**config.mk**
```make
export PLATFORM = sky130hd
export DESIGN_NAME = axi_io_bridge
export DESIGN_NICKNAME = d
export VERILOG_FILES = /design/src/rtl/axi_io_bridge.sv
export SDC_FILE = /design/constraint.sdc
export NUM_CORES = 1
export LEC_CHECK = 0
export CAP_MARGIN = 40
export CORE_MARGIN = 4
export CORE_UTILIZATION = 39
export DETAILED_ROUTE_END_ITERATION = 10
export GPL_TIMING_DRIVEN = 0
export PLACE_DENSITY = 0.81
export SETUP_SLACK_MARGIN = 0.4
export SYNTH_ARGS = -nofsm -noshare
export SYNTH_HDL_FRONTEND = slang
export SYNTH_SLANG_ARGS = --single-unit
```
**constraint.sdc**
```tcl
create_clock -name clk -period 3.62 [get_ports clk]
set_input_delay 0.724 -clock clk [delete_from_list [all_inputs] [get_ports clk]]
set_output_delay 0.724 -clock clk [all_outputs]
set_load 0.05 [all_outputs]
```
**src/rtl/axi_io_bridge.sv**
```systemverilog
// axi_io_bridge: AXI4 slave for the 8 KB peripheral window. Each AXI burst is
// broken into single-word IO bus accesses, one at a time. Address, write data
// and read data are all registered, so no combinational path crosses between
// the AXI side and the IO side.
module axi_io_bridge #(
    parameter int IO_ADDR_WIDTH  = 13,
    parameter bit WRITE_PRIORITY = 1'b1
) (
    input  logic                     clk,
    input  logic                     reset,
    // write address channel
    input  logic                     m_awvalid,
    input  logic [31:0]              m_awaddr,
    input  logic [7:0]               m_awlen,
    output logic                     s_awready,
    // write data channel
    input  logic                     m_wvalid,
    input  logic [31:0]              m_wdata,
    input  logic [3:0]               m_wstrb,
    input  logic                     m_wlast,
    output logic                     s_wready,
    // write response channel
    output logic                     s_bvalid,
    output logic [1:0]               s_bresp,
    input  logic                     m_bready,
    // read address channel
    input  logic                     m_arvalid,
    input  logic [31:0]              m_araddr,
    input  logic [7:0]               m_arlen,
    output logic                     s_arready,
    // read data channel
    output logic                     s_rvalid,
    output logic [31:0]              s_rdata,
    output logic [1:0]               s_rresp,
    output logic                     s_rlast,
    input  logic                     m_rready,
    // IO bus
    output logic                     io_read_en,
    output logic                     io_write_en,
    output logic [IO_ADDR_WIDTH-1:0] io_address,
    output logic [31:0]              io_write_data,
    output logic [3:0]               io_write_mask,
    input  logic [31:0]              io_read_data,
    input  logic                     io_ready
);

    typedef enum logic [2:0] {
        ST_IDLE   = 3'd0,
        ST_W_DATA = 3'd1,
        ST_W_IO   = 3'd2,
        ST_W_RESP = 3'd3,
        ST_R_IO   = 3'd4,
        ST_R_DATA = 3'd5
    } state_t;

    localparam logic [IO_ADDR_WIDTH-1:0] ADDR_STEP = IO_ADDR_WIDTH'(4);

    state_t                   state_r;
    logic [IO_ADDR_WIDTH-1:0] addr_r;
    logic [7:0]               count_r;
    logic                     wready_r;
    logic                     bvalid_r;
    logic                     rvalid_r;
    logic                     rlast_r;
    logic [31:0]              rdata_r;
    logic                     rd_en_r;
    logic                     wr_en_r;
    logic [31:0]              wdata_r;
    logic [3:0]               wmask_r;

    logic                     idle_s;
    logic                     aw_sel_s;
    logic                     ar_sel_s;
    logic                     aw_hs_s;
    logic                     ar_hs_s;
    logic                     unused_s;

    // Byte-lane address bits, upper address bits and wlast play no part in sequencing.
    assign unused_s = &{1'b0, m_wlast,
                        m_awaddr[31:IO_ADDR_WIDTH], m_awaddr[1:0],
                        m_araddr[31:IO_ADDR_WIDTH], m_araddr[1:0]};

    // Arbitration: the losing channel simply stays pending until the next IDLE cycle.
    assign idle_s   = (state_r == ST_IDLE);
    assign aw_sel_s = WRITE_PRIORITY ? m_awvalid : (m_awvalid && !m_arvalid);
    assign ar_sel_s = WRITE_PRIORITY ? (m_arvalid && !m_awvalid) : m_arvalid;

    assign s_awready = !reset && idle_s && aw_sel_s;
    assign s_arready = !reset && idle_s && ar_sel_s;
    assign aw_hs_s   = m_awvalid && s_awready;
    assign ar_hs_s   = m_arvalid && s_arready;

    assign s_wready      = wready_r;
    assign s_bvalid      = bvalid_r;
    assign s_bresp       = 2'b00;
    assign s_rvalid      = rvalid_r;
    assign s_rdata       = rdata_r;
    assign s_rresp       = 2'b00;
    assign s_rlast       = rlast_r;
    assign io_read_en    = rd_en_r;
    assign io_write_en   = wr_en_r;
    assign io_address    = addr_r;
    assign io_write_data = wdata_r;
    assign io_write_mask = wmask_r;

    // Burst sequencer: state, beat counter, address and all registered outputs.
    always_ff @(posedge clk or posedge reset) begin
        if (reset) begin
            state_r  <= ST_IDLE;
            addr_r   <= '0;
            count_r  <= 8'd0;
            wready_r <= 1'b0;
            bvalid_r <= 1'b0;
            rvalid_r <= 1'b0;
            rlast_r  <= 1'b0;
            rdata_r  <= 32'd0;
            rd_en_r  <= 1'b0;
            wr_en_r  <= 1'b0;
            wdata_r  <= 32'd0;
            wmask_r  <= 4'd0;
        end else begin
            case (state_r)
                ST_IDLE: begin
                    if (aw_hs_s) begin
                        addr_r   <= {m_awaddr[IO_ADDR_WIDTH-1:2], 2'b00};
                        count_r  <= m_awlen;
                        wready_r <= 1'b1;
                        state_r  <= ST_W_DATA;
                    end else if (ar_hs_s) begin
                        addr_r  <= {m_araddr[IO_ADDR_WIDTH-1:2], 2'b00};
                        count_r <= m_arlen;
                        rd_en_r <= 1'b1;
                        state_r <= ST_R_IO;
                    end else begin
                        state_r <= ST_IDLE;
                    end
                end
                ST_W_DATA: begin
                    if (m_wvalid) begin
                        wdata_r  <= m_wdata;
                        wmask_r  <= m_wstrb;
                        wready_r <= 1'b0;
                        wr_en_r  <= 1'b1;
                        state_r  <= ST_W_IO;
                    end else begin
                        state_r <= ST_W_DATA;
                    end
                end
                ST_W_IO: begin
                    if (io_ready) begin
                        wr_en_r <= 1'b0;
                        if (count_r == 8'd0) begin
                            bvalid_r <= 1'b1;
                            state_r  <= ST_W_RESP;
                        end else begin
                            count_r  <= count_r - 8'd1;
                            addr_r   <= addr_r + ADDR_STEP;
                            wready_r <= 1'b1;
                            state_r  <= ST_W_DATA;
                        end
                    end else begin
                        state_r <= ST_W_IO;
                    end
                end
                ST_W_RESP: begin
                    if (m_bready) begin
                        bvalid_r <= 1'b0;
                        state_r  <= ST_IDLE;
                    end else begin
                        state_r <= ST_W_RESP;
                    end
                end
                ST_R_IO: begin
                    if (io_ready) begin
                        rdata_r  <= io_read_data;
                        rd_en_r  <= 1'b0;
                        rvalid_r <= 1'b1;
                        rlast_r  <= (count_r == 8'd0);
                        state_r  <= ST_R_DATA;
                    end else begin
                        state_r <= ST_R_IO;
                    end
                end
                ST_R_DATA: begin
                    if (m_rready) begin
                        rvalid_r <= 1'b0;
                        rlast_r  <= 1'b0;
                        if (count_r == 8'd0) begin
                            state_r <= ST_IDLE;
                        end else begin
                            count_r <= count_r - 8'd1;
                            addr_r  <= addr_r + ADDR_STEP;
                            rd_en_r <= 1'b1;
                            state_r <= ST_R_IO;
                        end
                    end else begin
                        state_r <= ST_R_DATA;
                    end
                end
                default: begin
                    state_r  <= ST_IDLE;
                    wready_r <= 1'b0;
                    bvalid_r <= 1'b0;
                    rvalid_r <= 1'b0;
                    rlast_r  <= 1'b0;
                    rd_en_r  <= 1'b0;
                    wr_en_r  <= 1'b0;
                end
            endcase
        end
    end

endmodule

```
==> key figures <==
Power
  – VDD IR max: around 0.00071 V
  – PwrDens: about 1100 mW/mm²
  – Total power: 0.007405 W
  – Leak: between 2 and 3 nW

Placement
  – Port Buffer Count: 200
  – Dpl hpwl: around 10 mm
  – DP Worst Slack: -0.04582 ns
  – Placed insts: 729
  – DP Area: about 0.0067 mm²
  – Routability congestion estimate: slightly below 0.9

Critical path
  – Critical Path End Type: output port
  – Startpoint Class: input port
  – Arr. time, crit path: approximately 2.3 ns
  – Crit path max-delay cell type: clkdlybuf4s50_1
  – Crit path buffers/inverters: 4
  – Critical path's largest stage delay: ~0.52 ns
  – Cell Chain, Critical Path: clkdlybuf4s50_1 -> nor4_2 -> nand2_1 -> inv_1 -> buf_2 -> clkbuf_2
  – R2r startpoint: count_r[0]$_DFFE_PP0P_
  – WP data required: between 2 and 3 ns
  – R2r endpoint: io_address[2]$_DFFE_PP0P_
  – CP max FO: 10
  – Reg2reg setup slack: between 1 and 1.5 ns
  – CP top delay family: buffers and inverters
  – Critical path class: in -> out
  – R2R depth: 8

Logic synthesis
  – Seq/Total Area, Yosys: 0.5357
  – Mapped cell area: 0.004484 mm²
  – Share of the synthesized area in the top cell type: 0.5357
  – YS warnings: 0
  – FF+latch count, synth: between 90 and 100
  – Most used flip-flop cell after synthesis: dfrtp_1
  – Number of synthesized flops with an enable pin: 0
  – Ys async rst share: 1.000
  – Gate count of the mapped netlist: approximately 380
  – Synth top area cells: dfrtp_1 54%, mux2_2 19%, o21ai_0 2.5%
  – Synth unique cells: slightly below 50
  – Area leader, netlist: dfrtp_1
  – Avg Inst Size Synth: between 10 and 15 µm²

Global routing
  – Gr usage total: 0.1992
  – First-pass GRT wire length: 20.81 mm
  – Vias in the first global route: 4198
  – Initial antenna violation count: 0
  – GRT overflow: 0
  – Largest net degree at the start of global routing: 36

STA
  – Min Tclk post-route: between 3 and 4 ns
  – Fin Clk Skew: 0.007779 ns
  – Pin slew with the least headroom to its limit: 0.8084 ns
  – Slew Viols, Final: 0
  – Max Fclk: between 300 and 400 MHz
  – Crit share post-route: 0.8408
  – Slew HR: 0.4591
  – Setup violators final: 0
  – Fin Setup TNS: 0 ns
  – Final Worst Setup Slack: 0.5764 ns
  – Final Hold Violating Endpoints: 0
  – Unrepaired setup endpoints after global routing: no

Clock network
  – CTS Hold Buffers Added: 0
  – Insertion delay to the later sink of the worst-skew pair: ~0.34 ns
  – Deepest clock path buffer count: 2
  – Clock Pin Slew Worst Setup and Hold Paths: 0.07 ns
  – Num CTS Buffers: 9
  – H-tree lvl count: 3
  – # clock sinks: between 90 and 100
  – CTS tree: done
  – Clk root buf: clkbuf_16

Flow run
  – Max cap viols: 0

Finish
  – Share of layout cells above drive strength 1: 0.2129
  – Fin cells: approximately 750
  – Layout Area Growth over Synthesis: 57.03%
  – Diode count: 0
  – Final Net Count: around 760
  – Cell area after layout: 0.007042 mm²
  – Fillers: ~860
  – Seq. cell area: around 0.0024 mm²
  – Multi-input gate area: between 0.0015 and 0.002 mm²

Route
  – DR WL/cell: roughly 18 µm
  – Post-detailed-route DRC marker count: 0
  – Routed vias: 3884
  – Post-route ant nets: 0
  – Final wirelength: 13.14 mm
  – Initial DRC count: 100
  – Pre-Repair DR Iteration Count: 4
  – Vias per cell: 5.206

Hold path
  – Hold path depth: 1
  – Hold endpoint: s_rvalid$_DFFE_PP0P_
  – Min-delay src: s_rvalid$_DFFE_PP0P_
  – Hold WC Path Type: reg -> reg

Floorplanning
  – Row count: 38
  – Die ar.: between 0.01 and 0.015 mm²
  – Core Footprint: roughly 0.011 mm²
  – I/O pin count: between 200 and 300
  – Die Ht: around 120 µm
  – Die Wd: 115.2 µm
  – Initial Util: 0.4065

Outcome
  – Status: complete, no violations
-- worst max-delay path by stage --
| stage | startpoint | endpoint | depth (start not counted) |
|---|---|---|---|
| final | reset | s_awready | 6 |
| after global routing | reset | s_awready | 6 |
| after CTS | reset | io_address[2]$_DFFE_PP0P_ | 8 |
| after detailed placement | reset | count_r[0]$_DFFE_PP0P_ | 8 |
| after global placement | reset | count_r[0]$_DFFE_PP0P_ | 7 |
| after floorplan | reset | io_address[2]$_DFFE_PP0P_ | 6 |
-- power breakdown --
part / switching [W] / internal, W / leakage [nW]
Clock: 0.000398 / 0.000553 / 0.138
Sequential: 0.000377 / 0.00161 / 1.14
Combinational: 0.00278 / 0.00169 / 1.65
Total: 0.00355 / 0.00386 / 2.93
-- cells in the final DEF, fill, tap and decap left out, drive strengths merged, types with 3 or more instances in the layout --
cell	count
a211o	3
a21o	3
a21oi	20
a22o	4
a22oi	3
buf	26
clkbuf	17
clkdlybuf4s50	198
clkinvlp	4
conb	6
dfrtp	96
inv	12
mux2	75
mux2i	4
nand2	24
nand2b	6
nand3	8
nand4	3
nor2	19
nor3	6
nor4	5
o21ai	23
o22a	5
-- layer usage --
layer,vias to the layer above,part of all wire,GRT usage
li1,1807,-,-
met1,1887,0.37,0.2217
met2,168,0.49,0.3341
met3,22,0.11,0.08895
met4,0,0.022,0.07981
met5,-,0,0
-- sequential cells by signal, summed over array words and instances, names as in the netlist --
signal and flops:
s_rdata 32, s_rlast 1, s_bvalid 1, count_r 8
io_write_data 32, io_write_en 1, io_write_mask 4, io_address 11
s_wready 1, state_r 3, s_rvalid 1, io_read_en 1
-- cell families after synthesis --
| family | count (synthesis) | synth area share |
|---|---|---|
| adders and majority gates | 2 | 0.005579 |
| DFF | 96 | 0.5357 |
| AOI/OAI and AO/OA | 80 | 0.1169 |
| buffers and inverters | 40 | 0.04687 |
| other | 1 | 0.0008363 |
| muxes | 79 | 0.1973 |
| and+or+nand+nor | 84 | 0.09682 |
-- synth_stat cells (4+ instances only) --
cell type,n
nor4_1,4
nand3_1,8
o21ai_0,22
mux2_2,75
nor3_1,6
inv_1,12
a21oi_1,20
nand2b_1,6
nand2_1,24
clkbuf_1,4
o22a_1,5
buf_2,16
buf_4,6
nor2_1,19
dfrtp_1,96
mux2i_1,4
-- stage by stage --
stage,hold slack (ns),utilization
2_1_floorplan,0.5113,-
3_3_place_gp,0.4709,0.6067
3_5_place_dp,0.4707,0.6104
4_1_cts,0.4853,0.6371
5_1_grt,0.5146,0.6384
6_report,0.4781,0.6384
-- cell type report --
class	instances	area share
clock buffers	11	0.03447
repair buffers	203	0.2902
flip-flops and latches	96	0.3412
clock inverters	4	0.007640
well taps	140	0.02488
multi-input cells	251	0.2701
inverters	12	0.006930
repair inverters	1	0.0007107
plain buffers	28	0.02399
-- timing repair --
| item | 4_1_cts | 5_1_grt |
|---|---|---|
| setup buffers | 0 | 1 |
| resized for setup | 3 | 2 |
| setup endpoints to repair | 11 | 20 |
| gates cloned | 0 | 1 |
Note: power is estimated with default switching activity, not from simulation.
